===== src/rtl/pc_ctrl_if.sv =====
// rtl/pc_ctrl_if.sv - execute-to-control request bundle (jump and hold) for pc_ctrl
//
// Purpose : groups the requests the execute stage raises combinationally toward the
//           program-counter / pipeline-control unit.
// Signals : jump_en   - execute requests a redirect this cycle
//           jump_addr - redirect target, meaningful only while jump_en=1
//           hold_flag - execute requests a pipeline freeze
// Modports: master (execute stage, drives), slave (pc_ctrl, receives)

interface pc_ctrl_if;
   logic        jump_en;
   logic [31:0] jump_addr;
   logic        hold_flag;

   modport master (output jump_en, output jump_addr, output hold_flag);
   modport slave  (input  jump_en, input  jump_addr, input  hold_flag);
endinterface


===== src/rtl/pc_ctrl.sv =====
// rtl/pc_ctrl.sv - program counter and pipeline flush/hold control for the 3-stage core
//
// Purpose : owns the PC feeding the synchronous-read instruction ROM, applies redirects
//           and freezes requested by execute, and squashes the fetch slots that the
//           ROM read latency leaves behind after a redirect.
// Ports   : clk            - system clock, rising edge
//           rst            - asynchronous active-high reset
//           ex_if          - slave side of pc_ctrl_if (jump_en, jump_addr, hold_flag)
//           pc_o           - instruction ROM address
//           inst_addr_o    - pc_o delayed one edge; address of the word on ROM data out
//           if_id_flush_o  - if_id loads a NOP at the next edge
//           id_ex_flush_o  - id_ex loads a NOP at the next edge
//           if_id_hold_o   - if_id keeps its contents
//           id_ex_hold_o   - id_ex keeps its contents
//           misalign_o     - one-cycle pulse after an accepted target with [1:0] != 0
//           redirect_cnt_o - wrapping count of accepted redirects

module pc_ctrl #(
   parameter logic [31:0] RESET_ADDR   = 32'h0000_0000,
   parameter int unsigned FLUSH_CYCLES = 1,
   parameter int unsigned CNT_W        = 32
) (
   input  logic             clk,
   input  logic             rst,
   pc_ctrl_if.slave         ex_if,
   output logic [31:0]      pc_o,
   output logic [31:0]      inst_addr_o,
   output logic             if_id_flush_o,
   output logic             id_ex_flush_o,
   output logic             if_id_hold_o,
   output logic             id_ex_hold_o,
   output logic             misalign_o,
   output logic [CNT_W-1:0] redirect_cnt_o
);

   typedef enum logic [1:0] {
      ST_RUN   = 2'd0,
      ST_FLUSH = 2'd1,
      ST_HOLD  = 2'd2
   } state_e;

   localparam logic [2:0]       FLUSH_INIT = 3'(FLUSH_CYCLES);
   localparam logic [CNT_W-1:0] CNT_ONE    = {{(CNT_W-1){1'b0}}, 1'b1};

   state_e           state_q, state_d;
   state_e           ret_q,   ret_d;
   state_e           eff_state;
   logic [2:0]       fcnt_q,  fcnt_d;
   logic [31:0]      pc_q,    pc_d;
   logic [31:0]      inst_q,  inst_d;
   logic             mis_q,   mis_d;
   logic [CNT_W-1:0] cnt_q,   cnt_d;

   logic             if_id_flush_c, id_ex_flush_c;
   logic             if_id_hold_c,  id_ex_hold_c;

   // Leaving HOLD happens in the same evaluation that sees hold_flag drop, so the
   // unit simply behaves as the state it was frozen in.
   assign eff_state = (state_q == ST_HOLD) ? ret_q : state_q;

   always_ff @(posedge clk or posedge rst) begin
      if (rst) begin
         state_q <= ST_RUN;
         ret_q   <= ST_RUN;
         fcnt_q  <= 3'd0;
         pc_q    <= RESET_ADDR;
         inst_q  <= RESET_ADDR;
         mis_q   <= 1'b0;
         cnt_q   <= '0;
      end else begin
         state_q <= state_d;
         ret_q   <= ret_d;
         fcnt_q  <= fcnt_d;
         pc_q    <= pc_d;
         inst_q  <= inst_d;
         mis_q   <= mis_d;
         cnt_q   <= cnt_d;
      end
   end

   always_comb begin
      state_d       = state_q;
      ret_d         = ret_q;
      fcnt_d        = fcnt_q;
      pc_d          = pc_q;
      inst_d        = inst_q;
      mis_d         = 1'b0;
      cnt_d         = cnt_q;
      if_id_flush_c = 1'b0;
      id_ex_flush_c = 1'b0;
      if_id_hold_c  = 1'b0;
      id_ex_hold_c  = 1'b0;

      if (ex_if.hold_flag) begin
         // Freeze everything; a concurrent jump is dropped because id_ex is frozen
         // and execute will present it again once the hold is released.
         if_id_hold_c = 1'b1;
         id_ex_hold_c = 1'b1;
         state_d      = ST_HOLD;
         ret_d        = eff_state;
      end else if (ex_if.jump_en) begin
         // Both younger instructions are on the wrong path.
         if_id_flush_c = 1'b1;
         id_ex_flush_c = 1'b1;
         pc_d          = {ex_if.jump_addr[31:2], 2'b00};
         inst_d        = pc_q;
         fcnt_d        = FLUSH_INIT;
         state_d       = ST_FLUSH;
         ret_d         = ST_RUN;
         cnt_d         = cnt_q + CNT_ONE;
         mis_d         = |ex_if.jump_addr[1:0];
      end else begin
         pc_d   = pc_q + 32'd4;
         inst_d = pc_q;
         ret_d  = ST_RUN;
         if (eff_state == ST_FLUSH) begin
            // ROM data for the slots fetched before/at the redirect is still stale.
            if_id_flush_c = 1'b1;
            fcnt_d        = fcnt_q - 3'd1;
            state_d       = (fcnt_q <= 3'd1) ? ST_RUN : ST_FLUSH;
         end else begin
            state_d = ST_RUN;
         end
      end
   end

   // While reset is applied the pipeline controls must be quiet even if execute
   // is still presenting requests.
   assign if_id_flush_o  = if_id_flush_c & ~rst;
   assign id_ex_flush_o  = id_ex_flush_c & ~rst;
   assign if_id_hold_o   = if_id_hold_c  & ~rst;
   assign id_ex_hold_o   = id_ex_hold_c  & ~rst;

   assign pc_o           = pc_q;
   assign inst_addr_o    = inst_q;
   assign misalign_o     = mis_q;
   assign redirect_cnt_o = cnt_q;

endmodule


===== src/flat_wrapper.sv =====
// flat-port wrapper written by rule: the top's interface ports become plain ports
module pc_ctrl_flat 
#(
   parameter logic [31:0] RESET_ADDR   = 32'h0000_0000,
   parameter int unsigned FLUSH_CYCLES = 1,
   parameter int unsigned CNT_W        = 32
)
  (clk, rst, pc_o, inst_addr_o, if_id_flush_o, id_ex_flush_o, if_id_hold_o, id_ex_hold_o, misalign_o, redirect_cnt_o, ex_if_jump_en, ex_if_jump_addr, ex_if_hold_flag);
  pc_ctrl_if ex_if_i ();
  input  logic clk;
  input  logic rst;
  output logic [31:0] pc_o;
  output logic [31:0] inst_addr_o;
  output logic if_id_flush_o;
  output logic id_ex_flush_o;
  output logic if_id_hold_o;
  output logic id_ex_hold_o;
  output logic misalign_o;
  output logic [CNT_W-1:0] redirect_cnt_o;
  input wire logic [$bits(ex_if_i.jump_en)-1:0] ex_if_jump_en;
  input wire logic [$bits(ex_if_i.jump_addr)-1:0] ex_if_jump_addr;
  input wire logic [$bits(ex_if_i.hold_flag)-1:0] ex_if_hold_flag;
  assign ex_if_i.jump_en = ex_if_jump_en;
  assign ex_if_i.jump_addr = ex_if_jump_addr;
  assign ex_if_i.hold_flag = ex_if_hold_flag;
  pc_ctrl #(.RESET_ADDR(RESET_ADDR), .FLUSH_CYCLES(FLUSH_CYCLES), .CNT_W(CNT_W)) u_core (.clk(clk), .rst(rst), .ex_if(ex_if_i), .pc_o(pc_o), .inst_addr_o(inst_addr_o), .if_id_flush_o(if_id_flush_o), .id_ex_flush_o(id_ex_flush_o), .if_id_hold_o(if_id_hold_o), .id_ex_hold_o(id_ex_hold_o), .misalign_o(misalign_o), .redirect_cnt_o(redirect_cnt_o));
endmodule

===== config.mk =====
export PLATFORM = sky130hd
export DESIGN_NAME = pc_ctrl_flat
export DESIGN_NICKNAME = d
export VERILOG_FILES = /design/src/rtl/pc_ctrl_if.sv /design/src/rtl/pc_ctrl.sv /design/src/flat_wrapper.sv
export SDC_FILE = /design/constraint.sdc
export NUM_CORES = 1
export LEC_CHECK = 0
export BUFFER_PORTS_ARGS = -buffer_cell sky130_fd_sc_hd__buf_4
export CAP_MARGIN = 20
export CORE_ASPECT_RATIO = 0.9
export CORE_MARGIN = 3
export CORE_UTILIZATION = 35
export CTS_BUF_LIST = sky130_fd_sc_hd__clkbuf_8 sky130_fd_sc_hd__clkbuf_16
export DETAILED_ROUTE_END_ITERATION = 10
export PLACE_DENSITY_LB_ADDON = 0.15
export SYNTH_ARGS = -nofsm -noshare
export SYNTH_HDL_FRONTEND = slang
export SYNTH_SLANG_ARGS = --single-unit

===== constraint.sdc =====
create_clock -name clk -period 6.3 [get_ports clk]
set_input_delay 0.315 -clock clk [delete_from_list [all_inputs] [get_ports clk]]
set_output_delay 0.315 -clock clk [all_outputs]
set_load 0.02 [all_outputs]

After elaboration in Yosys (flattened, before gate mapping)
Cells that the tools add are included.
{ "classes": {"addsub": 3, "n_lt_le_gt_ge": 1, "n_eq_ne": 2, "n_mux": 17, "bitwise": 5, "n_reduce_logical": 4} }
{ "op_table": {"columns": ["operator", "count"], "rows": [
  ["adder 32 x 1 -> 32 bit (second input constant)", 1],
  ["adder 32 x 3 -> 32 bit (second input constant)", 1],
  ["two-way mux 32 bit", 1],
  ["two-way mux 2 bit", 5],
  ["two-way mux 1 bit", 9],
  ["two-way mux 3 bit", 2],
  ["AND reduction 2 bit", 2],
  ["AND 1 bit", 3],
  ["less-or-equal comparator 3 x 1 -> 1 bit (second input constant)", 1],
  ["subtractor 3 x 1 -> 3 bit (second input constant)", 1],
  ["== test 2 x 1 -> 1 bit (second input constant)", 1],
  ["== test 2 bit (second input constant)", 1],
  ["NOT 1 bit", 2],
  ["nonzero test 2 bit", 1],
  ["OR reduction 2 bit", 1]
]} }
{ "word_totals": {"register_bits": 104, "input_bits": 36, "wordCells": 39} }

Depth between registers and ports, before layout
Gate-level depths: netlist of run 1.
{ "depth": {"depth_word": 7, "ltp_mapped": 6} }

Least setup slack after synthesis of run 1
No wires, ideal clock.
{ "synth_timing": {"kind": "register to register", "start": "register u_core.pc_q[2], in the netlist u_core.pc_o[2]", "end": "register u_core.pc_q[24], in the netlist u_core.pc_o[24]", "setup_time_ns": 0.127, "t_arrival_ns": 1.691, "t_required_ns": 6.173, "slack_ns": 4.482, "path_stages_with_launch": 6, "path_buffers": 0, "synth_period_minus_slack_ns": 1.818, "path_cell_list": "dfrtp_1 -> ha_1 -> nand4_2 -> nor3_1 -> a311o_1 -> nand3_1"} }
{ "synth_between": {"elab_chain_cells": 2} }
{ "synth_lines": {"columns": ["element", "line_no", "rtl"], "rows": [
  ["from (decl)", "pc_ctrl.sv:49", "logic [31:0] pc_q, pc_d;"],
  ["from (signal assigned)", "pc_ctrl.sv:74", "pc_q <= pc_d;"],
  ["adder 32 x 3 -> 32 bit", "pc_ctrl.sv:113", "pc_d = pc_q + 32'd4;"],
  ["two-way mux 32 bit", "pc_ctrl.sv:101", "end else if (ex_if.jump_en) begin"]
]} }
No other way between the ends.
A chain may end at the register's enable or synchronous reset.

Worst setup path after layout of run 1
{ "layout_timing": {"start": "input ex_if_hold_flag", "end": "output id_ex_flush_o"} }
{ "layout_between": {"elab_chain_cells": 2} }
{ "layout_lines": {"columns": ["element", "line_no", "rtl"], "rows": [
  ["from (decl)", "flat_wrapper.sv:22", "input wire logic [$bits(ex_if_i.hold_flag)-1:0] ex_if_hold_flag;"],
  ["two-way mux 1 bit", "pc_ctrl.sv:94", "if (ex_if.hold_flag) begin"],
  ["AND 1 bit", "pc_ctrl.sv:130", "assign id_ex_flush_o = id_ex_flush_c & ~rst;"],
  ["to (decl)", "flat_wrapper.sv:15", "output logic id_ex_flush_o;"]
]} }
No other way between the ends.

==> results.cfg, run 1 <==
[clock_tree]
cts_tree = done
clockBufferDepth = 2
cts.sinks = 100
cts_buffers = 9
clock_latency_ns = 0.35
cts_resized = 0
clkTransAtPathRegs_ns = 0.07
cts_root_buffer = clkbuf_16
htreeDepth = 3

[global_route]
grt_first_pass_wirelength_mm = 23.31
grt_antenna_before_repair = 0
grt_pass1_vias = 4303
overflow = 0
grt_max_degree = 89
grt_usage = 0.1820

[floorplan]
core.rowCount = 40
fp.coreArea_um2 = 13710
initial_core_util = 0.3666
dieArea_um2 = 15840
die_h_um = 119.7
die_x_um = 132.3
io_pins = 137

[place]
port_buffers = 132
dp_cells = 793
hpwl_mm = 9.782
place_congestion = 0.8358

[routing]
avgRoutedWirePerCell_um = 17.57
first_pass_iters = 7
dr.first_iter.drc_count = 282
drtAntennaViolNets = 0
viasPerCell = 5.427
wl_mm = 14.25
drc = 0
vias = 4401

[pwr]
p_comb_frac = 0.242
p_int_mw = 1.224
powerDensity_nw_per_um2 = 284.5
max-vdd-ir-drop_mv = 0.1159
total_power_mw = 1.831
leakage_nw = 2.863
swShare = 0.3315
p_clk_frac = 0.302
p_switching_mw = 0.6070
pwr-share-seq = 0.457

[sta]
finalCritPeriodShare = 0.4019
period_needed_ns = 2.532
slew_headroom = 0.3950
fin_skew_ns = 0.006614
rsz0062_at_grt = false
setup-violations-final = 0
report.final.slew_viol_count = 0
fin_setup_tns_ns = 0
fmaxAchievable_mhz = 395.0
max_slew.worst_pin.slew_ns = 0.9075
hold_violations = 0

[setup_path]
rr_startpoint = u_core.pc_o[3]
worstSetupEndpointType = primary output
crit_fanout = 88
worstPathArrival_ns = 2.22
startpoint = ex_if_hold_flag
ff2ff_setup_slack_ns = 4.09
crit_type = in -> out
startpoint_type = primary input
cp.required_ns = 5.98

[logic_synthesis]
synthArstFlopShare = 1.000
synth.area.top_cells = dfrtp_1 50%, xnor2_1 4.7%, mux2_2 4.3%, nand4_1 3.9%, o21ai_0 3.4%
yosysSeqAreaShare = 0.4978
synth.distinct_cells = 60
netlist_area_um2 = 5027
synthCells = 501
syn_avg_cell_area_um2 = 10.03
ys.flop_type = dfrtp_1
synth_top_area_frac = 0.4978
yosysTopAreaCell = dfrtp_1
ys_seq_elements = 100
synth_edf_count = 0
ys_warn_count = 0
synth_common_cells = 100 x dfrtp_1, 41 x nand2_1, 36 x nor2_1
synth.most_common_cell = dfrtp_1

[min_path]
holdCritStartpoint = ex_if_jump_addr[0]
hold_path.class = in -> reg

[cells_and_area]
final_layout_size_suffix_gt1_frac = 0.2974
diodes = 0
finish.utilization = 0.4693
syn_to_final_growth_pct = 28.02
fin_cells = 811
final_nets = 656

[status]
status = finished, final reports clean

[flow_run]
timing.max_cap.violations = 0
-- sequential cells by signal, indices dropped and copies added, names as in the netlist --
signal and flops:
u_core.redirect_cnt_o 32, u_core.fcnt_q 3, u_core.inst_addr_o 30, u_core.misalign_o 1, u_core.ret_q 2, u_core.state_q 2
u_core.pc_o 30
-- routing by layer --
| metal | vias up | track usage | share of wire | wire length (um) |
|---|---|---|---|---|
| li1 | 2056 | - | - | - |
| met4 | 0 | 0.04870 | 0.014 | 195 |
| met1 | 2135 | 0.2554 | 0.46 | 6570 |
| met3 | 18 | 0.05365 | 0.075 | 1072 |
| met5 | - | 0 | 0 | 0 |
| met2 | 192 | 0.2752 | 0.45 | 6407 |
-- timing repair --
action,in CTS,in global routing
hold endpoints to repair,19,0
hold buffers,1,0
setup buffers,0,0
-- cells in the final DEF, fill, tap and decap left out, types with 3 or more instances in the layout --
cell / netlist / layout
buf_4: 6 / 134
dfrtp_1: 100 / 100
nand2_1: 41 / 41
nor2_1: 36 / 36
o21ai_0: 34 / 34
nand3_1: 33 / 33
nand4_1: 31 / 31
xnor2_1: 27 / 27
mux2_2: 19 / 19
inv_1: 16 / 16
a21oi_1: 14 / 14
nor3_1: 13 / 13
a22oi_1: 13 / 13
clkbuf_16: 0 / 9
nor4_1: 8 / 8
and3_1: 5 / 5
and4_1: 4 / 4
a211o_1: 4 / 4
a211oi_1: 4 / 4
xor2_1: 4 / 4
conb_1: 1 / 4
clkinvlp_4: 0 / 4
o31ai_1: 3 / 3
nor2b_1: 3 / 3
a311oi_1: 3 / 3
nand3b_1: 3 / 3
a311o_1: 3 / 3
ha_1: 3 / 3
-- cell type report --
cell class                 instances  area [um^2]
inverter                          17        66.31
fill                            1335         7277
tap                              189        236.5
timing repair buffer             137         1041
clock inverter                     7        68.82
clock buffer                       9        225.2
sequential                       100         2502
multi-input combinational        352         2296
-- worst max-delay path: stages --
cell,delay (ns)
buf_4,0.65
inv_1,0.49
nand2_1,0.44
nor2_1,0.08
buf_4,0.17
-- power groups by stage --
stage	clock [mW]	sequential, mW	combinational (mW)
after floorplan	0	0.908	0.179
after global placement	0	0.843	0.440
after detailed placement	0	0.847	0.445
after CTS	0.570	0.836	0.447
after global routing	0.598	0.853	0.481
final	0.552	0.836	0.443
-- per-stage QoR --
stage	setup WS (ns)	hold slack, ns	area (um^2)
detailed placement	3.753	0.2988	6112
floorplan	3.366	0.3464	5039
finish	3.768	0.1919	6436
global route	3.574	0.2002	6436
global placement	3.730	0.3011	6107
CTS	3.756	0.1786	6416
-- kinds of logic after synthesis --
logic type,Yosys count,share of synthesized area
AND/OR/NAND/NOR,198,0.2222
multiplexers,20,0.04455
AO/OA/AOI/OAI,96,0.1254
other,1,0.0007459
buffers and inverters,52,0.04778
XOR/XNOR,31,0.05401
flip-flops,100,0.4978
adder cells (fa/ha/maj),3,0.007467
-- final timing paths --
path,endpoint,cells after the start
worst max-delay path,id_ex_flush_o,5
worst min-delay path,u_core.misalign_o,3
worst max register to register,u_core.pc_o[24],5
worst min register to register,u_core.redirect_cnt_o[31],1
max in group asynchronous,u_core.inst_addr_o[4],5
min in group asynchronous,u_core.redirect_cnt_o[10],3
Power figures use the tool's default switching activity.
==> run 2: changes to the inputs <==
==> constraint.sdc (replaced) <==
create_clock -name clk -period 2.4 [get_ports clk]
set_input_delay 0.12 -clock clk [delete_from_list [all_inputs] [get_ports clk]]
set_output_delay 0.12 -clock clk [all_outputs]
set_load 0.02 [all_outputs]
==> run 2 against run 1 <==
Net effect: largest power group unchanged; combinational power rose to 2.7 times the previous value; first-iteration DRC count grew 13%; die area did not move; hold slack got worse by 0.18 ns; utilization increased by 1.2 points; cell count up 2.1%; non-clock buffer count grew 17; register-to-register slack worse by 3.8 ns; clock skew rose by 0.0018 ns; setup slack got worse by 3.5 ns.
==> results.cfg, run 2 (synthesized netlist as in run 1, its figures left out) <==
[status]
status = finished, final reports clean

[cells_and_area]
fin_cells = 828
syn_to_final_growth_pct = 31.26
regArea_um2 = 2502
layout_common_cells = 145 x buf_4, 100 x dfrtp_1, 41 x nand2_1
fill_cells = 1333
layout_commonest_cell = buf_4
final_layout_size_suffix_gt1_frac = 0.3052
final_nets = 673
multi_input_area_um2 = 2296
largest_reg_flops = 32
diodes = 0

[clock_tree]
clockBufferDepth = 2
clock_latency_ns = 0.36
cts_root_buffer = clkbuf_16
post_cts_buffers = 0
cts_buffers = 9
cts_resized = 0
cts_tree = done
htreeDepth = 3
clkTransAtPathRegs_ns = 0.07
cts.sinks = 100

[min_path]
holdCritStartpoint = ex_if_jump_addr[23]
hold_path.class = in -> reg
hold_path_depth = 3
min_to = u_core.pc_o[23]

[routing]
drtAntennaViolNets = 0
vias = 4435
dr.first_iter.drc_count = 318
first_pass_iters = 4
drc = 0
wl_mm = 14.74
viasPerCell = 5.356
avgRoutedWirePerCell_um = 17.80

[floorplan]
fp.coreArea_um2 = 13710
dieArea_um2 = 15840
io_pins = 137
die_x_um = 132.3
die_h_um = 119.7
core.rowCount = 40
initial_core_util = 0.3666

[setup_path]
worstSetupEndpointType = register
slowest_delay_ns = 0.51
path_cells = ha_1 > nand4_2 > nor3_1 > a311o_1 > nand3_1
r2r_end = u_core.pc_o[24]
worstPathArrival_ns = 2.32
rr_startpoint = u_core.pc_o[3]
crit_type = reg -> reg
crit_path_top_delay_cell = dfrtp_1
ff2ff_setup_slack_ns = 0.31
reg2reg_depth = 5
cp.required_ns = 2.63
startpoint_type = register
crit_fanout = 9

[pwr]
pwr-share-seq = 0.445
p_switching_mw = 1.675
p_int_mw = 3.263
leakage_nw = 2.953
p_comb_frac = 0.241
max-vdd-ir-drop_mv = 0.3723
p_clk_frac = 0.314
powerDensity_nw_per_um2 = 748.3
swShare = 0.3392

[global_route]
grt_usage = 0.1871
grt_max_degree = 46
grt_antenna_before_repair = 0
grt_pass1_vias = 4345
grt_first_pass_wirelength_mm = 23.92
overflow = 0

[place]
hpwl_mm = 10.45
dp_cells = 803
place_ws_ns = 0.3368
port_buffers = 132
place_congestion = 0.8312

[sta]
fmaxAchievable_mhz = 478.3
period_needed_ns = 2.091
hold_violations = 0
fin_ws_ns = 0.3093
max_slew.worst_pin.slew_ns = 0.8158
rsz0062_at_grt = false
setup-violations-final = 0
fin_setup_tns_ns = 0
report.final.slew_viol_count = 0
finalCritPeriodShare = 0.8711
slew_headroom = 0.4550
fin_skew_ns = 0.008382

[flow_run]
timing.max_cap.violations = 0
==> run 2: cell types whose count changed in the layout (fill, tap and decap cells not counted) <==
cell	previous run	this run
buf_4	134	145
dlygate4sd3_1	1	9
clkinvlp_4	4	1
inv_6	0	3
buf_12	1	0
buf_2	1	0
clkinv_2	1	0
clkinv_4	0	1
clkinv_8	0	1
inv_1	16	15
inv_4	1	0
inv_8	0	1
==> run 2: timing repair <==
| item | in CTS | in global routing |
|---|---|---|
| setup endpoints to repair | 0 | 0 |
| hold buffers | 9 | 0 |
| endpoints found under the hold margin | 39 | 0 |
==> run 2: stage by stage <==
stage / power, mW / utilization / hold WS (ns) / cell area [um^2]
6_report: 4.938 / 0.4812 / 0.01286 / 6599
5_1_grt: 5.191 / 0.4812 / 0.01176 / 6599
4_1_cts: 5.000 / 0.4812 / 0.0009482 / 6599
3_5_place_dp: 3.408 / 0.4515 / 0.3308 / 6191
3_3_place_gp: 3.385 / 0.4515 / 0.3288 / 6191
2_1_floorplan: 2.854 / - / 0.1514 / 5042
==> run 2: cell type report <==
class / count / area share
sequential: 100 / 0.3792
multi-input combinational: 352 / 0.3479
timing repair buffer: 154 / 0.1786
tap: 189 / 0.03584
clock buffer: 9 / 0.03413
clock inverter: 7 / 0.01403
inverter: 17 / 0.01024
==> run 2: worst max path at each step <==
stage,startpoint,slack [ns],cells after the start,to
6_report,u_core.pc_o[3],0.31,5,u_core.pc_o[24]
5_1_grt,u_core.pc_o[3],0.12,5,u_core.pc_o[24]
4_1_cts,u_core.pc_o[3],0.33,5,u_core.pc_o[24]
3_5_place_dp,u_core.pc_o[3],0.34,5,u_core.pc_o[24]
3_3_place_gp,u_core.pc_o[13],0.47,4,u_core.pc_o[15]
2_1_floorplan,u_core.pc_o[2],0.58,5,u_core.pc_o[24]
==> run 2: power by group through the flow <==
stage | clock (mW) | sequential, mW | combinational, mW
5_1_grt | 1.66 | 2.24 | 1.29
2_1_floorplan | 0 | 2.38 | 0.471
6_report | 1.55 | 2.20 | 1.19
4_1_cts | 1.60 | 2.19 | 1.20
3_5_place_dp | 0 | 2.22 | 1.19
3_3_place_gp | 0 | 2.21 | 1.17
==> run 2: worst max-delay path: cells and delay by family (launching register included) <==
| kind | cells | cell delay (ns) |
|---|---|---|
| AND/OR/NAND/NOR | 3 | 0.90 |
| adder cells (fa/ha/maj) | 1 | 0.34 |
| AO/OA/AOI/OAI | 1 | 0.23 |
| flip-flops | 1 | 0.51 |
==> run 2: per-layer routing <==
| layer | global-route usage | up-vias | share of wire |
|---|---|---|---|
| met5 | 0 | - | 0 |
| li1 | - | 2098 | - |
| met3 | 0.04987 | 13 | 0.063 |
| met4 | 0.05325 | 0 | 0.010 |
| met2 | 0.2860 | 158 | 0.46 |
| met1 | 0.2621 | 2166 | 0.47 |
